$ cat src/rtl/camera_init_sequencer.sv
`default_nettype none
// ============================================================================
// Module   : camera_init_sequencer
// Brief    : Sensor power-down exit, hardware reset, I2C config request with
//            bounded retry, then capture enable; latches a fault when retries
//            are exhausted.
// Revision : 1.0 - initial release
// ============================================================================
module camera_init_sequencer #(
    parameter int T_PWR     = 1000,
    parameter int T_SETTLE  = 5000,
    parameter int T_CFG_TO  = 1000000,
    parameter int MAX_RETRY = 3
) (
    input  logic       iCLK,
    input  logic       iRST,
    input  logic       iREADY,
    input  logic       iCFG_DONE,
    input  logic       iCFG_ERR,
    output logic       oSENSOR_PWDN,
    output logic       oSENSOR_RSTn,
    output logic       oCFG_START,
    output logic       oCAP_EN,
    output logic       oERR,
    output logic [2:0] oSTATE
);

    typedef enum logic [2:0] {
        IDLE   = 3'd0,
        PWR    = 3'd1,
        SETTLE = 3'd2,
        REQ    = 3'd3,
        WAIT   = 3'd4,
        RUN    = 3'd5,
        FAULT  = 3'd6
    } state_t;

    localparam logic [31:0] c_PWR_LAST    = 32'(T_PWR - 1);
    localparam logic [31:0] c_SETTLE_LAST = 32'(T_SETTLE - 1);
    localparam logic [31:0] c_TO_LAST     = 32'(T_CFG_TO - 1);
    localparam logic [2:0]  c_MAX_RETRY   = 3'(MAX_RETRY);

    state_t      r_state;
    state_t      w_nextState;
    logic [31:0] r_cycleCnt;
    logic [2:0]  r_retryCnt;
    logic [2:0]  w_retryInc;
    logic        w_fail;

    assign w_retryInc = r_retryCnt + 3'd1;
    assign oSTATE     = r_state;

    always_comb begin
        w_nextState = r_state;
        w_fail      = 1'b0;
        case (r_state)
            IDLE:   if (iREADY) w_nextState = PWR;
            PWR:    if (r_cycleCnt == c_PWR_LAST) w_nextState = SETTLE;
            SETTLE: if (r_cycleCnt == c_SETTLE_LAST) w_nextState = REQ;
            REQ:    w_nextState = WAIT;
            WAIT: begin
                // Error beats done; done on the final timeout cycle still succeeds.
                if (iCFG_ERR || (!iCFG_DONE && r_cycleCnt == c_TO_LAST)) begin
                    w_fail      = 1'b1;
                    w_nextState = (w_retryInc < c_MAX_RETRY) ? PWR : FAULT;
                end else if (iCFG_DONE) begin
                    w_nextState = RUN;
                end
            end
            RUN:     w_nextState = RUN;
            FAULT:   w_nextState = FAULT;
            default: w_nextState = IDLE;
        endcase
        if (r_state != IDLE && !iREADY) w_nextState = IDLE;
    end

    // Outputs are decoded from the next state so they move with oSTATE.
    always_ff @(posedge iCLK) begin
        if (iRST) begin
            r_state      <= IDLE;
            r_cycleCnt   <= 32'd0;
            r_retryCnt   <= 3'd0;
            oSENSOR_PWDN <= 1'b1;
            oSENSOR_RSTn <= 1'b0;
            oCFG_START   <= 1'b0;
            oCAP_EN      <= 1'b0;
            oERR         <= 1'b0;
        end else begin
            r_state    <= w_nextState;
            r_cycleCnt <= (w_nextState != r_state) ? 32'd0 : r_cycleCnt + 32'd1;

            if (w_nextState == IDLE || w_nextState == RUN)
                r_retryCnt <= 3'd0;
            else if (w_fail)
                r_retryCnt <= w_retryInc;

            oSENSOR_PWDN <= 1'b0;
            oSENSOR_RSTn <= 1'b1;
            oCFG_START   <= 1'b0;
            oCAP_EN      <= 1'b0;
            oERR         <= 1'b0;
            case (w_nextState)
                IDLE: begin
                    oSENSOR_PWDN <= 1'b1;
                    oSENSOR_RSTn <= 1'b0;
                end
                PWR:   oSENSOR_RSTn <= 1'b0;
                REQ:   oCFG_START   <= 1'b1;
                RUN:   oCAP_EN      <= 1'b1;
                FAULT: begin
                    oSENSOR_PWDN <= 1'b1;
                    oSENSOR_RSTn <= 1'b0;
                    oERR         <= 1'b1;
                end
                default: ;
            endcase
        end
    end

endmodule
`default_nettype wire
$ cat config.mk
export PLATFORM = sky130hd
export DESIGN_NAME = camera_init_sequencer
export DESIGN_NICKNAME = d
export VERILOG_FILES = /design/src/rtl/camera_init_sequencer.sv
export SDC_FILE = /design/constraint.sdc
export NUM_CORES = 1
export LEC_CHECK = 0
export ABC_AREA = 1
export CORE_ASPECT_RATIO = 0.9
export CORE_MARGIN = 5
export CORE_UTILIZATION = 45
export DETAILED_ROUTE_END_ITERATION = 16
export GPL_ROUTABILITY_DRIVEN = 0
export GPL_TIMING_DRIVEN = 0
export PLACE_DENSITY_LB_ADDON = 0.25
export SYNTH_ARGS = -nofsm -noshare
export SYNTH_HDL_FRONTEND = slang
export SYNTH_SLANG_ARGS = --single-unit
$ cat constraint.sdc
create_clock -name iCLK -period 3.61 [get_ports iCLK]
set_input_delay 0.722 -clock iCLK [delete_from_list [all_inputs] [get_ports iCLK]]
set_output_delay 0.722 -clock iCLK [all_outputs]
set_load 0.01 [all_outputs]
==> results.md, run 1 <==
- After synthesis, the cell types taking the most area are sky130_fd_sc_hd__dfxtp_1, sky130_fd_sc_hd__nor2_4, sky130_fd_sc_hd__xor2_1.
- The detailed router finished its first iteration with ~100 violations.
- The initial antenna violation count came to 0.
- The wire-length estimate of the detail-placed layout is approximately 4.0 mm.
- The final setup violation count is 0.
- Measured against its own limit, the worst slew margin works out to 0.650.
- Counting the buffers created by CTS gives 5.
- The total number of yosys warnings is 0.
- The floorplan step set the die height to around 83 um.
- For the pin with the worst max-slew slack, the measured transition is 0.520 ns.
- The root buffer selected by CTS is sky130_fd_sc_hd__clkbuf_8.
- The total global routing overflow is 0.
- The later pin in the worst-skew pair is clocked with a latency of about 0.30 ns.
- Of the synthesized area, sequential elements account for 0.321.
- The floorplan step defined a core boundary enclosing 0.00573 mm^2.
- The first global-routing pass estimated between 9 and 10 mm of wire.
- The share of synthesized area in the top cell type comes to 0.321.
- The cell count after synthesis came out at 350.
- The worst hold path was traced through 2 stages.
- Walking the worst path, the cells encountered are clkdlybuf4s50_1 > nor2_1 > nand4_1 > nor2_1 > nand2_2 > nand2_4 > nand3_1 > nand2_1 > nand2_2 > nand2_1 > nand2_1 > nand2_1 > nor2_2 > nand2_4 > buf_12 > nor2_4.
- The average wire per standard cell is approximately 11 um.
- Compared with the post-synthesis result, the final layout area differs by 12.3%.
- The ratio of cells with drive above 1 in the final layout is 0.168.
- The required time of the worst setup path is between 3 and 4 ns.
- The buffer count from post-CTS setup fixing is 0.
- The number of rows in the core area is 26.
- For this configuration, the core starts out at a cell density of 0.469.
- The CTS tree is built.
- The die is 91.4 um wide.
- The worst register-to-register path has a depth of 17.
- At the end of the flow the core is filled with cells to 0.526.
- The final period demand of the worst path is 2.38 ns.
- Setup repair after global routing left no endpoint under its margin.
- The largest voltage drop on the vdd net is a little under 300 uV.
- The global-route total usage across every layer is 0.144.
- For this design the ratio of total power to cell area is 343 mW/mm^2.
- The die covers 0.00761 mm^2.
- The flow ran to the end, and the final reports show no timing, DRC or antenna violations.
- The dominant synthesized flop cell is sky130_fd_sc_hd__dfxtp_1.
- The cell family with the largest share of critical-path delay is simple AND/OR/NAND/NOR gates.
- The leakage component of the power is around 1.0 nW.
- The share of the cycle needed by the critical path after routing is 0.660.
- The final clock skew is between 0.01 and 0.015 ns.
- STA classifies the critical path endpoint as a flip-flop.
- At the worst endpoint, the arrival time is approximately 2.6 ns.
- In the layout the commonest cells are sky130_fd_sc_hd__nor2_1, sky130_fd_sc_hd__inv_1, sky130_fd_sc_hd__nand2_1, sky130_fd_sc_hd__dfxtp_1, sky130_fd_sc_hd__nor2_4.
- The setup slack on the worst flop-to-flop path is 1.26 ns.
- Before antenna repair, the detailed router went through 4 iterations.
- The total stage count of the critical path is 16.
- Based on the critical path, the design can be clocked at up to 419 MHz.
- The routed design has a little over 5 mm of wire.
- The library cell used most frequently in the layout, excluding fill and tap cells, is sky130_fd_sc_hd__nor2_1.
- Clock-pin slew was measured on the worst setup and hold paths at approximately 0.08 ns.
- 0 antenna diodes ended up in the layout.
- The buffer depth of the longest clock path is 2.
- In this run the cell area of the synthesized design comes to 0.00268 mm^2.
- For this block, the via count after detailed routing is between 2000 and 2500.
- The hold violation count in the final report is 0.
- In the synthesized netlist the async set-or-reset flop fraction comes to 0.
- For this design, the CTS-stage hold fixing added 0 buffers.
- The setup path with the least slack is of type primary input to flip-flop.
- The slowest stage of the critical path belongs to the cell sky130_fd_sc_hd__clkdlybuf4s50_1.
- The dominant cell type by count on the critical path is sky130_fd_sc_hd__nand2_1.
- The number of global-route vias before repair is just under 2000.
- The number of nets handed over by synthesis was approximately 360.
- The H-tree generated during clock tree synthesis spans 2 levels.
- The count of cell types in the netlist is 28.
- After routing, the total negative slack on setup checks comes to 0 ns.
- The average instance in the mapped netlist occupies 7.67 um^2.
- The min-delay analysis places its worst path in the category flip-flop to flip-flop.
- The startpoint type of the worst setup path is a primary input.
- The tool flagged a number of max-cap violations equal to 0.
- The net total in the final layout is ~380.
- The number of resized instances in the post-cts repair step is 0.
- Counting both buffers and inverters, the worst setup path holds a total of 2.
- In this run the tool buffered the top-level ports with 11 buffer cells.
- The total count of max-transition violations in the final report is 0.
- The clock sink count is 43.
- Dividing the detail-routed via count by the number of cells gives roughly 4.8.
- 13 I/O pins were placed.
- The highest fanout seen on the critical path is 10.
- In this design, the stage delay of the slowest critical-path cell is 0.45 ns.
- The synthesized design contains 43 register bits.
- The largest area contributor in the netlist is sky130_fd_sc_hd__dfxtp_1.
- The number of DRC violations after detailed routing is 0.
- The number of nets with antenna violations after detailed routing is 0.
- The number of synthesized flops with an enable pin is 0.
- Entering global routing, the biggest net connects 14 pins.
logic make-up (layout without fill, tap and decap cells):
logic type	Yosys count	count (layout)	synth area share
xor+xnor	32	32	0.104
buf+inv	56	75	0.0965
compound gates	8	8	0.0159
simple gates	209	209	0.453
flops	43	43	0.321
fa+ha+maj	2	2	0.00932
layout make-up:
cell class / count / area, um^2
clock inverters: 2 / 60.1
inverters: 52 / 195
plain buffers: 4 / 63.8
repair buffers: 11 / 110
flip-flops and latches: 43 / 861
clock buffers: 6 / 72.6
well taps: 70 / 87.6
fillers: 555 / 2710
multi-input cells: 251 / 1560
registers in the layout, indices dropped and copies added (netlist names):
register,flops
r_cycleCnt,32
oSTATE,3
r_retryCnt,3
oCAP_EN,1
oCFG_START,1
oERR,1
oSENSOR_PWDN,1
oSENSOR_RSTn,1
stage by stage:
step | instance area (um^2) | hold WS [ns] | power [mW] | setup slack (ns) | std cells
global placement | 2880 | 0.475 | 0.606 | 0.943 | 431
floorplan | 2680 | 0.453 | 0.585 | 1.57 | 350
finish | 3010 | 0.492 | 1.03 | 1.23 | 439
CTS | 3010 | 0.497 | 1.05 | 1.22 | 439
global route | 3010 | 0.526 | 1.08 | 0.978 | 439
detailed placement | 2880 | 0.481 | 0.607 | 0.920 | 431
final timing paths:
path                 start            end
max              iCFG_DONE  r_cycleCnt[8]
min          r_retryCnt[2]  r_retryCnt[2]
max reg2reg  r_cycleCnt[0]  r_cycleCnt[8]
min reg2reg  r_retryCnt[2]  r_retryCnt[2]
report_power, final:
group          internal (mW)  total (mW)  switching, mW
clock                  0.277       0.439          0.163
sequential             0.479       0.486        0.00621
combinational         0.0397       0.109         0.0697
total                  0.796        1.03          0.239
routing by layer:
| layer | GRT usage | share of wire |
|---|---|---|
| met5 | 0 | 0 |
| met4 | 0.0360 | 0.012 |
| met3 | 0.0298 | 0.034 |
| met2 | 0.206 | 0.42 |
| met1 | 0.217 | 0.54 |
worst register-to-register path: cells and delay by family, from the launching register on:
family,cells,cell delay [ns]
buffers and inverters,1,0.20
AND/OR/NAND/NOR,15,1.34
adder cells (fa/ha/maj),1,0.28
flip-flops,1,0.44
synth_stat cells (2+ instances only):
| cell type | number |
|---|---|
| sky130_fd_sc_hd__nor2_1 | 52 |
| sky130_fd_sc_hd__nor2_2 | 2 |
| sky130_fd_sc_hd__nand2_4 | 3 |
| sky130_fd_sc_hd__ha_1 | 2 |
| sky130_fd_sc_hd__nand3_1 | 12 |
| sky130_fd_sc_hd__inv_1 | 51 |
| sky130_fd_sc_hd__o21ai_0 | 4 |
| sky130_fd_sc_hd__nand4_1 | 13 |
| sky130_fd_sc_hd__xor2_1 | 25 |
| sky130_fd_sc_hd__dfxtp_1 | 43 |
| sky130_fd_sc_hd__nor4_1 | 6 |
| sky130_fd_sc_hd__buf_12 | 3 |
| sky130_fd_sc_hd__xnor2_1 | 7 |
| sky130_fd_sc_hd__nor3_1 | 21 |
| sky130_fd_sc_hd__nand2_2 | 11 |
| sky130_fd_sc_hd__nand2_1 | 51 |
| sky130_fd_sc_hd__a21oi_1 | 3 |
| sky130_fd_sc_hd__nor2_4 | 31 |
(Power assumes the default switching activity.)
==> run 2: changes to the inputs <==
==> constraint.sdc (replaced) <==
create_clock -name iCLK -period 2.2 [get_ports iCLK]
set_input_delay 0.44 -clock iCLK [delete_from_list [all_inputs] [get_ports iCLK]]
set_output_delay 0.44 -clock iCLK [all_outputs]
set_load 0.01 [all_outputs]
==> run 2 against run 1 <==
Clock skew barely moved. Die area did not move. Critical path depth rose by 2. Sequential power rose by 64%. First-iteration DRC count rose by 31%. Count of clock-buffer cells in the layout did not move. Largest power group unchanged. Largest cell class unchanged. Design area rose by 8.2%. Non-clock buffer count rose by 18. Worst setup slack got worse by 1.2 ns. Hold slack got worse by 0.0043 ns. Global-route usage rose by 0.19 points. Combinational power rose by 120%. Highest routed layer unchanged. Critical endpoint is now r_cycleCnt[3].
==> results.md, run 2 (same netlist as run 1, synthesis figures left out) <==
- The flow ran to the end, and the final reports show no timing, DRC or antenna violations.
- Including well taps, the total number of placed cells is 431.
- The deepest level of the CTS H-tree is 2.
- The total count of max-transition violations in the final report is 0.
- The share of total power dissipated in sequential elements is 0.455.
- The hold buffer count at cts is 0.
- The average wire per standard cell is 12.0 um.
- The start point of the worst min-delay path is iRST.
- TritonCTS built the clock tree.
- The total global routing overflow is 0.
- The area growth from synthesis to layout is 21.5%.
- The die covers 0.00761 mm^2.
- The tool flagged a number of max-cap violations equal to 0.
- Buffers inserted during clock tree synthesis total 5.
- The internal power consumption is approximately 1.3 mW.
- The net total in the final layout is 393.
- From bottom edge to top edge, the die measures approximately 83 um.
- Of all nets on the critical path, the largest fanout is 8.
- The biggest cell delay along the critical path is between 0.3 and 0.4 ns.
- The number of vias in the routed layout is between 2000 and 2500.
- The floorplan has 26 rows.
- The part of the power in the clock network is 0.411.
- The slowest stage of the critical path is the sky130_fd_sc_hd__dfxtp_4 cell.
- The finished layout holds about 460 standard cells, fillers aside.
- From left edge to right edge, the die measures between 90 and 100 um.
- The root buffer selected by CTS is sky130_fd_sc_hd__clkbuf_8.
- In this run the tightest slew margin relative to its limit is 0.651.
- By startpoint and endpoint, the worst setup path is classified as flip-flop to flip-flop.
- The signal on the critical path passes through ha_4 > nand3_4 > nor2_2 > nand2_1 > nor2_2 > nand2_2 > nand2_4 > nand2_2 > nand2_1 > nand2_1 > nand2_2 > nand2_4 > nand2_2 > nand2_2 > nor2_4 > nand2_8 > clkbuf_16 > nor2_4.
- The reported net switching power is 0.408 mW.
- Entering global routing, the biggest net connects 14 pins.
- Data arrives at the worst endpoint at between 2 and 2.5 ns.
- The required time of the worst setup path is about 2.4 ns.
- Summing all non-filler instances in the final layout gives an area of approximately 0.0033 mm^2.
- Setup violations remaining at the end of the flow were counted as 0.
- The final clock skew is between 0.01 and 0.015 ns.
- The worst-case IR drop observed on VDD is 500 uV.
- The cell family with the largest share of critical-path delay is simple AND/OR/NAND/NOR gates.
- The later pin in the worst-skew pair is clocked with a latency of around 0.3 ns.
- The largest register by flop count is r_cycleCnt.
- The library cell used most frequently in the layout, excluding fill and tap cells, is sky130_fd_sc_hd__inv_1.
- The half-perimeter wire length of the detailed placement result is around 4 mm.
- The clock sink count is 43.
- The startpoint identified for the worst register-to-register timing path is r_cycleCnt[0].
- The number of flip-flops under the largest register name is 32.
- Input and output buffers added on the ports amount to 11.
- In this run the deepest clock path goes through 2 buffers.
- The initial antenna violation count came to 0.
- The overall routed net length is 5.50 mm.
- The worst setup path is launched from a flip-flop.
- After filler insertion, the fill cell instance count of the layout stands at 522.
- The final period demand of the worst path is 2.19 ns.
- The setup slack at placement is -0.208 ns.
- For this run, design rule violations remaining after detail routing come to 0.
- The ratio of cells with drive above 1 in the final layout is 0.238.
- The share of the cycle needed by the critical path after routing is 0.996.
- Tracing the worst setup path back leads to its startpoint at r_cycleCnt[0].
- The worst setup path is captured at a flip-flop.
- The library cells used most frequently in the layout, excluding fill and tap cells, are sky130_fd_sc_hd__inv_1, sky130_fd_sc_hd__nand2_1, sky130_fd_sc_hd__nor2_1, sky130_fd_sc_hd__dfxtp_1, sky130_fd_sc_hd__nor2_4.
- Among the stages of the critical path, the cell type that occurs most often is sky130_fd_sc_hd__nand2_2.
- The number of global-route vias before repair is roughly 2000.
- The first TritonRoute pass finished after 7 iterations.
- For this run, the total global-route usage over all layers was measured as 0.146.
- The power density normalized to cell area is approximately 540 mW/mm^2.
- Setup repair after global routing could not meet its margin everywhere.
- For this configuration, the core starts out at a cell density of 0.469.
- For this design the static power due to leakage is around 1.2 nW.
- The number of top-level design ports is 13.
- The worst min-delay path class is primary input to flip-flop.
- The total negative setup slack is 0 ns.
- The post-detailed-placement cell area is slightly below 0.003 mm^2.
- The first global-routing pass estimated roughly 9.4 mm of wire.
- The core region is about 0.0057 mm^2.
- The critical path buffer and inverter count is 1.
- The clock slew seen by the registers of the worst setup and hold paths is 0.09 ns.
- The combinational cell fraction of total power is 0.135.
- At the pin with the least slew margin, the transition time is 0.519 ns.
- The number of inserted diodes is 0.
- The switching share of total power is 0.233.
- The post-route worst setup slack is ~0.0092 ns.
- Timing would allow up to 456 MHz.
- The hold violation count in the final report is 0.
- The detailed-route vias per instance is about 4.9.
- Total power for the finished layout comes to 1.76 mW.
- The count of nets left with antenna violations once routing finished came out at 0.
- The initial detailed-routing violation count is approximately 130.
-- run 2: cell count changes in the layout (fill, tap and decap cells not counted), sizes merged --
| cell | delta |
|---|---|
| buf | +15 |
| clkbuf | +3 |
-- run 2: per-layer routing --
metal,part of all wire,vias to the layer above,global-route usage
li1,-,1165,-
met1,0.50,1004,0.219
met2,0.44,40,0.211
met3,0.041,8,0.0298
met4,0.014,0,0.0360
met5,0,-,0
-- run 2: power by group through the flow --
stage,Clock (mW),Combinational (mW),Sequential (mW)
final,0.721,0.236,0.799
after detailed placement,0,0.181,0.815
after floorplan,0,0.146,0.815
after global routing,0.779,0.253,0.801
after global placement,0,0.180,0.815
after CTS,0.745,0.183,0.800
-- run 2: what timing repair did --
| item | CTS | global route |
|---|---|---|
| setup buffers | 0 | 15 |
| resized for setup | 4 | 14 |
| gates cloned | 0 | 3 |
| pin swaps | 0 | 11 |
| endpoints found under the setup margin | 32 | 35 |
-- run 2: area by class of cell --
type	count	area [um^2]	share of cell area
multi-input cells	251	1610	0.495
flip-flops and latches	43	871	0.267
repair buffers	29	298	0.0913
inverters	52	195	0.0599
well taps	70	87.6	0.0269
clock buffers	6	72.6	0.0223
plain buffers	4	63.8	0.0196
clock inverters	2	60.1	0.0184
-- run 2: worst register-to-register path, delay by kind of cell, from the launching register on --
family | cells | cell delay [ns]
buf+inv | 1 | 0.20
simple gates | 16 | 1.40
fa+ha+maj | 1 | 0.15
flops | 1 | 0.38
-- run 2: metrics by stage --
stage,hold WS [ns],utilization
after floorplan,0.453,-
after global placement,0.475,0.503
after detailed placement,0.481,0.503
after CTS,0.468,0.529
after global routing,0.525,0.569
final,0.487,0.569
-- run 2: final timing paths --
| check | to | slack (ns) | cells past startpoint |
|---|---|---|---|
| setup / recovery | r_cycleCnt[3] | 0.009 | 18 |
| hold / removal | oSTATE[0] | 0.49 | 2 |
| setup reg to reg | r_cycleCnt[3] | 0.009 | 18 |
| hold reg to reg | r_retryCnt[1] | 0.49 | 2 |
